**config.mk**
```make
export PLATFORM = sky130hd
export DESIGN_NAME = regwb_arbiter
export DESIGN_NICKNAME = d
export VERILOG_FILES = /design/src/rtl/regwb_arbiter_pkg.sv /design/src/rtl/regwb_arbiter_sync_fifo.sv /design/src/rtl/regwb_arbiter.sv
export SDC_FILE = /design/constraint.sdc
export NUM_CORES = 1
export LEC_CHECK = 0
export CAP_MARGIN = 20
export CORE_AREA = 2 2 148 114
export CTS_CLUSTER_SIZE = 20
export DETAILED_ROUTE_END_ITERATION = 12
export DIE_AREA = 0 0 150 116
export GPL_TIMING_DRIVEN = 1
export PLACE_DENSITY = 0.75
export SYNTH_ARGS = -nofsm -noshare
export SYNTH_HDL_FRONTEND = slang
export SYNTH_SLANG_ARGS = --single-unit
```
**constraint.sdc**
```tcl
create_clock -name clk -period 3.3 [get_ports clk]
set_input_delay 0.66 -clock clk [delete_from_list [all_inputs] [get_ports clk]]
set_output_delay 0.66 -clock clk [all_outputs]
set_load 0.01 [all_outputs]
```
**src/rtl/regwb_arbiter_pkg.sv**
```systemverilog
// Shared definitions for the register-file write-port arbiter.
//   REG_AW / REG_DW : register address / data widths
//   REG_ZERO        : hard-wired zero register, never written or tracked
//   arb_state_e     : arbiter FSM states
//   wr_req_t        : one register write request (address + data)
package regwb_arbiter_pkg;

  localparam int unsigned       REG_AW   = 5;
  localparam int unsigned       REG_DW   = 32;
  localparam logic [REG_AW-1:0] REG_ZERO = 5'd0;

  typedef enum logic {
    NORMAL = 1'b0,
    FORCE  = 1'b1
  } arb_state_e;

  typedef struct packed {
    logic [REG_AW-1:0] addr;
    logic [REG_DW-1:0] data;
  } wr_req_t;

endpackage

```
**src/rtl/regwb_arbiter_sync_fifo.sv**
```systemverilog
// Small synchronous FIFO holding long-latency results until the write port
// is free.
//   clk, rst : clock, synchronous active-high reset (empties the FIFO)
//   push/din : write an entry (ignored when full unless popping as well)
//   pop/dout : dout shows the head; pop removes it (ignored when empty)
//   full     : DEPTH entries held
//   empty    : no entries held
// DEPTH must be a power of two so the pointers wrap naturally.
module sync_fifo #(
  parameter int unsigned WIDTH = 37,
  parameter int unsigned DEPTH = 2
) (
  input  logic             clk,
  input  logic             rst,
  input  logic             push,
  input  logic [WIDTH-1:0] din,
  input  logic             pop,
  output logic [WIDTH-1:0] dout,
  output logic             full,
  output logic             empty
);

  localparam int unsigned AW = (DEPTH > 1) ? $clog2(DEPTH) : 1;
  localparam logic [AW-1:0] PTR_ONE = AW'(1);
  localparam logic [AW:0]   CNT_ONE = (AW + 1)'(1);
  localparam logic [AW:0]   CNT_MAX = (AW + 1)'(DEPTH);

  logic [WIDTH-1:0] r_mem [DEPTH];
  logic [AW-1:0]    r_wptr;
  logic [AW-1:0]    r_rptr;
  logic [AW:0]      r_count;
  logic             w_push;
  logic             w_pop;

  assign full  = (r_count == CNT_MAX);
  assign empty = (r_count == '0);
  assign dout  = r_mem[r_rptr];

  // When full, a simultaneous pop frees the head slot, which is the slot
  // the write pointer already addresses.
  assign w_push = push & (~full | pop);
  assign w_pop  = pop & ~empty;

  always_ff @(posedge clk) begin
    if (w_push) begin
      r_mem[r_wptr] <= din;
    end
  end

  always_ff @(posedge clk) begin
    if (rst) begin
      r_wptr  <= '0;
      r_rptr  <= '0;
      r_count <= '0;
    end else begin
      if (w_push) begin
        r_wptr <= r_wptr + PTR_ONE;
      end
      if (w_pop) begin
        r_rptr <= r_rptr + PTR_ONE;
      end
      unique case ({w_push, w_pop})
        2'b10:   r_count <= r_count + CNT_ONE;
        2'b01:   r_count <= r_count - CNT_ONE;
        default: r_count <= r_count;
      endcase
    end
  end

endmodule

```
**src/rtl/regwb_arbiter.sv**
```systemverilog
// Owner of the register file's single write port. The in-order writeback
// stage has priority; long-latency results wait in a small FIFO and are
// force-drained after STARVE_LIMIT consecutive losses to writeback. A
// per-register pending scoreboard tracks long-latency destinations.
//   clk, rst          : clock, synchronous active-high reset
//   wb_valid/addr/data: writeback request; wb_stall = not accepted, hold
//   lu_valid/addr/data: long-latency result; lu_ready = FIFO can accept
//   iss_valid/addr    : long op issuing; iss_ready = issue permitted
//   chk_addr1/2       : decode sources; chk_busy1/2 = source pending
//   rf_we/waddr/wdata : registered write to the register file
module regwb_arbiter
  import regwb_arbiter_pkg::*;
#(
  parameter int unsigned FIFO_DEPTH   = 2,
  parameter int unsigned STARVE_LIMIT = 4,
  parameter int unsigned MAX_PEND     = 4
) (
  input  logic              clk,
  input  logic              rst,
  input  logic              wb_valid,
  input  logic [REG_AW-1:0] wb_addr,
  input  logic [REG_DW-1:0] wb_data,
  output logic              wb_stall,
  input  logic              lu_valid,
  output logic              lu_ready,
  input  logic [REG_AW-1:0] lu_addr,
  input  logic [REG_DW-1:0] lu_data,
  input  logic              iss_valid,
  input  logic [REG_AW-1:0] iss_addr,
  output logic              iss_ready,
  input  logic [REG_AW-1:0] chk_addr1,
  input  logic [REG_AW-1:0] chk_addr2,
  output logic              chk_busy1,
  output logic              chk_busy2,
  output logic              rf_we,
  output logic [REG_AW-1:0] rf_waddr,
  output logic [REG_DW-1:0] rf_wdata
);

  localparam int unsigned NREGS = 1 << REG_AW;
  localparam int unsigned SCW   = $clog2(STARVE_LIMIT + 1);
  localparam int unsigned PCW   = $clog2(MAX_PEND + 1);
  localparam logic [SCW-1:0] STARVE_ONE  = SCW'(1);
  localparam logic [SCW-1:0] STARVE_LAST = SCW'(STARVE_LIMIT - 1);
  localparam logic [PCW-1:0] PEND_ONE    = PCW'(1);
  localparam logic [PCW-1:0] PEND_MAX    = PCW'(MAX_PEND);

  arb_state_e r_state;
  arb_state_e w_next_state;
  logic [SCW-1:0] r_starve;
  logic [SCW-1:0] w_starve_next;

  wr_req_t w_lu_req;
  wr_req_t w_fifo_head;
  logic    w_fifo_push;
  logic    w_fifo_pop;
  logic    w_fifo_full;
  logic    w_fifo_empty;

  wr_req_t w_gnt_req;
  logic    w_gnt_valid;
  logic    w_gnt_lu;
  logic    w_gnt_write;

  logic              r_rf_we;
  logic              r_we_lu;
  logic [REG_AW-1:0] r_rf_waddr;
  logic [REG_DW-1:0] r_rf_wdata;

  logic [NREGS-1:0] r_pending;
  logic [NREGS-1:0] w_pending_next;
  logic [PCW-1:0]   r_pend_cnt;
  logic             w_iss_set;
  logic             w_sb_clr;

  // ---------------- long-latency result FIFO ----------------
  assign w_lu_req.addr = lu_addr;
  assign w_lu_req.data = lu_data;

  // A pop frees a slot this cycle, so a full FIFO still accepts then.
  assign lu_ready    = ~rst & (~w_fifo_full | w_fifo_pop);
  assign w_fifo_push = lu_valid & lu_ready;

  sync_fifo #(
    .WIDTH ($bits(wr_req_t)),
    .DEPTH (FIFO_DEPTH)
  ) u_fifo (
    .clk   (clk),
    .rst   (rst),
    .push  (w_fifo_push),
    .din   (w_lu_req),
    .pop   (w_fifo_pop),
    .dout  (w_fifo_head),
    .full  (w_fifo_full),
    .empty (w_fifo_empty)
  );

  // ---------------- arbitration FSM ----------------
  always_ff @(posedge clk) begin
    if (rst) begin
      r_state  <= NORMAL;
      r_starve <= '0;
    end else begin
      r_state  <= w_next_state;
      r_starve <= w_starve_next;
    end
  end

  // FORCE is entered on the cycle the counter becomes STARVE_LIMIT, so the
  // FIFO loses exactly STARVE_LIMIT times before the drain cycle.
  always_comb begin
    w_next_state  = r_state;
    w_starve_next = '0;
    unique case (r_state)
      NORMAL: begin
        if (wb_valid && !w_fifo_empty) begin
          w_starve_next = r_starve + STARVE_ONE;
          if (r_starve == STARVE_LAST) begin
            w_next_state = FORCE;
          end
        end
      end
      FORCE: begin
        w_next_state = NORMAL;
      end
    endcase
  end

  always_comb begin
    wb_stall    = 1'b0;
    w_fifo_pop  = 1'b0;
    w_gnt_valid = 1'b0;
    w_gnt_lu    = 1'b0;
    w_gnt_req   = '0;
    unique case (r_state)
      NORMAL: begin
        if (wb_valid) begin
          w_gnt_valid    = 1'b1;
          w_gnt_req.addr = wb_addr;
          w_gnt_req.data = wb_data;
        end else if (!w_fifo_empty) begin
          w_fifo_pop  = 1'b1;
          w_gnt_valid = 1'b1;
          w_gnt_lu    = 1'b1;
          w_gnt_req   = w_fifo_head;
        end
      end
      FORCE: begin
        if (!w_fifo_empty) begin
          wb_stall    = wb_valid;
          w_fifo_pop  = 1'b1;
          w_gnt_valid = 1'b1;
          w_gnt_lu    = 1'b1;
          w_gnt_req   = w_fifo_head;
        end else if (wb_valid) begin
          w_gnt_valid    = 1'b1;
          w_gnt_req.addr = wb_addr;
          w_gnt_req.data = wb_data;
        end
      end
    endcase
  end

  // ---------------- registered write port ----------------
  // Writes to the zero register are consumed without touching the port.
  assign w_gnt_write = w_gnt_valid & (w_gnt_req.addr != REG_ZERO);

  always_ff @(posedge clk) begin
    if (rst) begin
      r_rf_we    <= 1'b0;
      r_we_lu    <= 1'b0;
      r_rf_waddr <= '0;
      r_rf_wdata <= '0;
    end else begin
      r_rf_we <= w_gnt_write;
      r_we_lu <= w_gnt_write & w_gnt_lu;
      if (w_gnt_write) begin
        r_rf_waddr <= w_gnt_req.addr;
        r_rf_wdata <= w_gnt_req.data;
      end
    end
  end

  assign rf_we    = r_rf_we;
  assign rf_waddr = r_rf_waddr;
  assign rf_wdata = r_rf_wdata;

  // ---------------- pending scoreboard ----------------
  assign iss_ready = ~rst & ((iss_addr == REG_ZERO) |
                             (~r_pending[iss_addr] & (r_pend_cnt < PEND_MAX)));
  assign w_iss_set = iss_valid & iss_ready & (iss_addr != REG_ZERO);
  // Clear as the regfile captures the long-latency write, so busy never
  // drops before the data is readable.
  assign w_sb_clr  = r_rf_we & r_we_lu;

  always_comb begin
    w_pending_next = r_pending;
    if (w_sb_clr) begin
      w_pending_next[r_rf_waddr] = 1'b0;
    end
    if (w_iss_set) begin
      w_pending_next[iss_addr] = 1'b1;
    end
  end

  always_ff @(posedge clk) begin
    if (rst) begin
      r_pending  <= '0;
      r_pend_cnt <= '0;
    end else begin
      r_pending <= w_pending_next;
      unique case ({w_iss_set, w_sb_clr})
        2'b10:   r_pend_cnt <= r_pend_cnt + PEND_ONE;
        2'b01:   r_pend_cnt <= r_pend_cnt - PEND_ONE;
        default: r_pend_cnt <= r_pend_cnt;
      endcase
    end
  end

  assign chk_busy1 = r_pending[chk_addr1];
  assign chk_busy2 = r_pending[chk_addr2];

endmodule

```
==> impl_metrics.ini, run 1 <==
[floorplanning]
dieArea_sq_mm = 0.01740
ioPinCount = 137
coreArea_sq_mm = 0.01582
initial_utilization_pct = 46.39
die_w_um = 150
die_h_um = 116
fp-row-count = 40

[sta]
fmax_ghz = 0.3095
setup_viol = 0
maxSlewViolCount = 0
totalNegativeSetupSlack_ns = 0
tightestPinTransition_ns = 0.6159
post-route-min-period_ns = 3.231
rsz0062_at_grt = no
period_share_pct = 97.91
slew_headroom_pct = 58.51
skew_ns = 0.01139
hold_viol = 0

[pwr]
p_leak_nw = 3.231
p_int_w = 0.003885
power_density_mw_per_mm2 = 591.2
p_clk_share_pct = 33.1
sw_frac_of_total_pct = 31.88
p_comb_share_pct = 25.5
p_sw_w = 0.001818
peakVddDrop_uv = 434.1
power_frac_seq_pct = 41.4

[yosys]
seq_area_frac_synth_pct = 52.93
ys_types = 48
avgSynthCellArea_sq_um = 11.43
yosysMostFrequentCell = dfxtp_1
syn_nets = 741
synth_edf_count = 74
synth_top_area_share_pct = 30.29
synth_seq_cells = 157
synth_area_leaders = edfxtp_1 (30%), dfxtp_1 (23%), mux4_2 (7.4%)
synth_commonest_cells = dfxtp_1 (83), edfxtp_1 (74), nand2_1 (45)
synth_area_leader_cell = edfxtp_1
synth_warnings = 0
synth_area_sq_mm = 0.007337
ys_async_sr_fraction_pct = 0
synth_flop_cell = dfxtp_1
syn-instance-count = 642

[global_routing]
grt_max_degree = 46
first_global_vias = 6105
grt_overflow = 0
grt.total_usage_pct = 24.62
antenna_found_initial = 0
grt_pass1_wl_mm = 32.42

[cts]
htree_levels = 4
clk_path_buf_depth = 2
numClockSinks = 157
clkSlewWorstSetupHoldPaths_ns = 0.07
clk_latency_ns = 0.44
hold_buffers = 0
cts_buffers = 17
root_buffer = clkbuf_16
cts_tree = built

[run]
cap_viol_max_count = 0

[placed_design]
io_buffers = 136
dp.final_hpwl_mm = 14.75
dpl-instance-area_sq_mm = 0.009079
routabilityCongestion = 0.9232

[route]
drt_iter0_drc = 491
wl_per_cell_um = 20.93
antenna_left = 0
vias = 6176
routed_wl_mm = 20.97
dr.pass1.iters = 5
viasPerCell = 6.164
drc = 0

[cells_and_area]
nFillCells = 1268
fin_nets = 878
final_area_sq_mm = 0.009646
area_growth_pct = 31.46
antenna_cells = 0
drive_above_1_share_pct = 14.39

[setup_path]
cp.required_ns = 2.64
crit_chain = dlygate4sd2_1, buf_12, mux4_2, mux4_2, mux2_2, dlygate4sd2_1
cp_slowest_stage_delay_ns = 0.49
slowest_stage = mux4_2
path_class = primary input to output port
cp.arrival_ns = 2.57
crit_fanout = 8
end_kind = output port
cp-start-kind = primary input

[status]
status = complete, no violations

[hold_path]
min_path_type = flip-flop to flip-flop
==> final timing paths <==
path,start,to,slack [ns],cells after the start
max reg2reg,r_pending[25]$_SDFF_PP0_,r_pend_cnt[2]$_SDFFE_PP0P_,0.37,11
min,r_starve[0]$_SDFF_PP0_,r_starve[0]$_SDFF_PP0_,0.44,1
min reg2reg,r_starve[0]$_SDFF_PP0_,r_starve[0]$_SDFF_PP0_,0.44,1
max,chk_addr2[0],chk_busy2,0.07,6
==> logic make-up after synthesis <==
group                      Yosys count  synth area share [%]
AOI/OAI and AO/OA                  132                 12.48
and+or+nand+nor                    208                 14.77
buffers and inverters               65                 3.837
DFF                                157                 52.93
adders and majority gates            5                0.9550
xor gates and xnor gates             6                0.7164
muxes                               69                 14.31
==> sequential cells by signal, summed over array words and instances (netlist names), 2 cells and up, named ones only <==
name	flops
r_pending	32
u_fifo.r_count	2
rf_wdata	32
r_starve	3
r_pend_cnt	3
rf_waddr	5
u_fifo.r_mem	74
==> stage by stage <==
stage / power (W) / cells / setup WS, ns / utilization (%) / hold slack [ns]
after floorplan: 0.003236 / 642 / -0.02628 / - / 0.3990
after detailed placement: 0.003841 / 970 / -0.5437 / 57.41 / 0.4355
final: 0.005703 / 1002 / 0.06884 / 60.99 / 0.4422
after global routing: 0.005925 / 1002 / 0.01859 / 60.99 / 0.4589
after CTS: 0.005723 / 1002 / -0.006889 / 60.97 / 0.4449
after global placement: 0.003788 / 970 / -0.4341 / 57.41 / 0.4060
==> layout by cell type (no fill, tap or decap), drive strengths merged, types with 8 or more instances in the layout <==
cell and count:
clkdlybuf4s50 128, dfxtp 83, edfxtp 74, nand2 45
nor3 41, buf 39, a31oi 37, o21ai 35
mux2i 34, o2bb2ai 33, nor4 32, nand3 29
mux4 27, nor2 19, clkbuf 18, inv 18
o211ai 16, mux2 8, nor3b 8
==> power groups by stage <==
| stage | registers (W) | clock network (W) | logic [W] |
|---|---|---|---|
| after CTS | 0.00236 | 0.00192 | 0.00145 |
| after detailed placement | 0.00240 | 0 | 0.00144 |
| after global routing | 0.00238 | 0.00198 | 0.00156 |
| after global placement | 0.00240 | 0 | 0.00139 |
| final | 0.00236 | 0.00189 | 0.00145 |
| after floorplan | 0.00237 | 0 | 0.000863 |
==> what timing repair did <==
item	in CTS	in global routing
setup buffers	0	0
pin swaps	1	0
endpoints found under the setup margin	5	3
hold endpoints to repair	0	0
gates resized for setup	6	5
==> per-layer routing <==
layer	wire, um	GRT usage (%)
met1	8589	32.16
met2	9725	39.15
met3	2060	6.220
met4	596	10.88
met5	0	0
==> cell type report <==
cell class | instances | area, sq um | area share (%)
repair buffers | 174 | 1700 | 17.63
flip-flops and latches | 157 | 3885 | 40.28
clock inverters | 15 | 145.1 | 1.505
inverters | 9 | 33.78 | 0.3502
clock buffers | 17 | 425.4 | 4.410
multi-input cells | 420 | 3193 | 33.10
well taps | 210 | 262.8 | 2.724
==> worst max-delay path, delay by kind of cell <==
family	cells	cell delay, ns
muxes	3	1.22
buffers and inverters	3	0.68
No activity file was read; power rests on OpenSTA's default activity.
==> run 2: changes to the inputs <==
--- a/config.mk
+++ b/config.mk
@@ -7,7 +7,7 @@
 export LEC_CHECK = 0
 export CAP_MARGIN = 20
 export CORE_AREA = 2 2 148 114
-export CTS_CLUSTER_SIZE = 20
+export CTS_CLUSTER_SIZE = 10
 export DETAILED_ROUTE_END_ITERATION = 12
 export DIE_AREA = 0 0 150 116
 export GPL_TIMING_DRIVEN = 1
@@ -15,3 +15,4 @@
 export SYNTH_ARGS = -nofsm -noshare
 export SYNTH_HDL_FRONTEND = slang
 export SYNTH_SLANG_ARGS = --single-unit
+export TNS_END_PERCENT = 10
==> results of run 2 <==
Same layout as run 1: the final DEF is identical, and so are final timing and power.
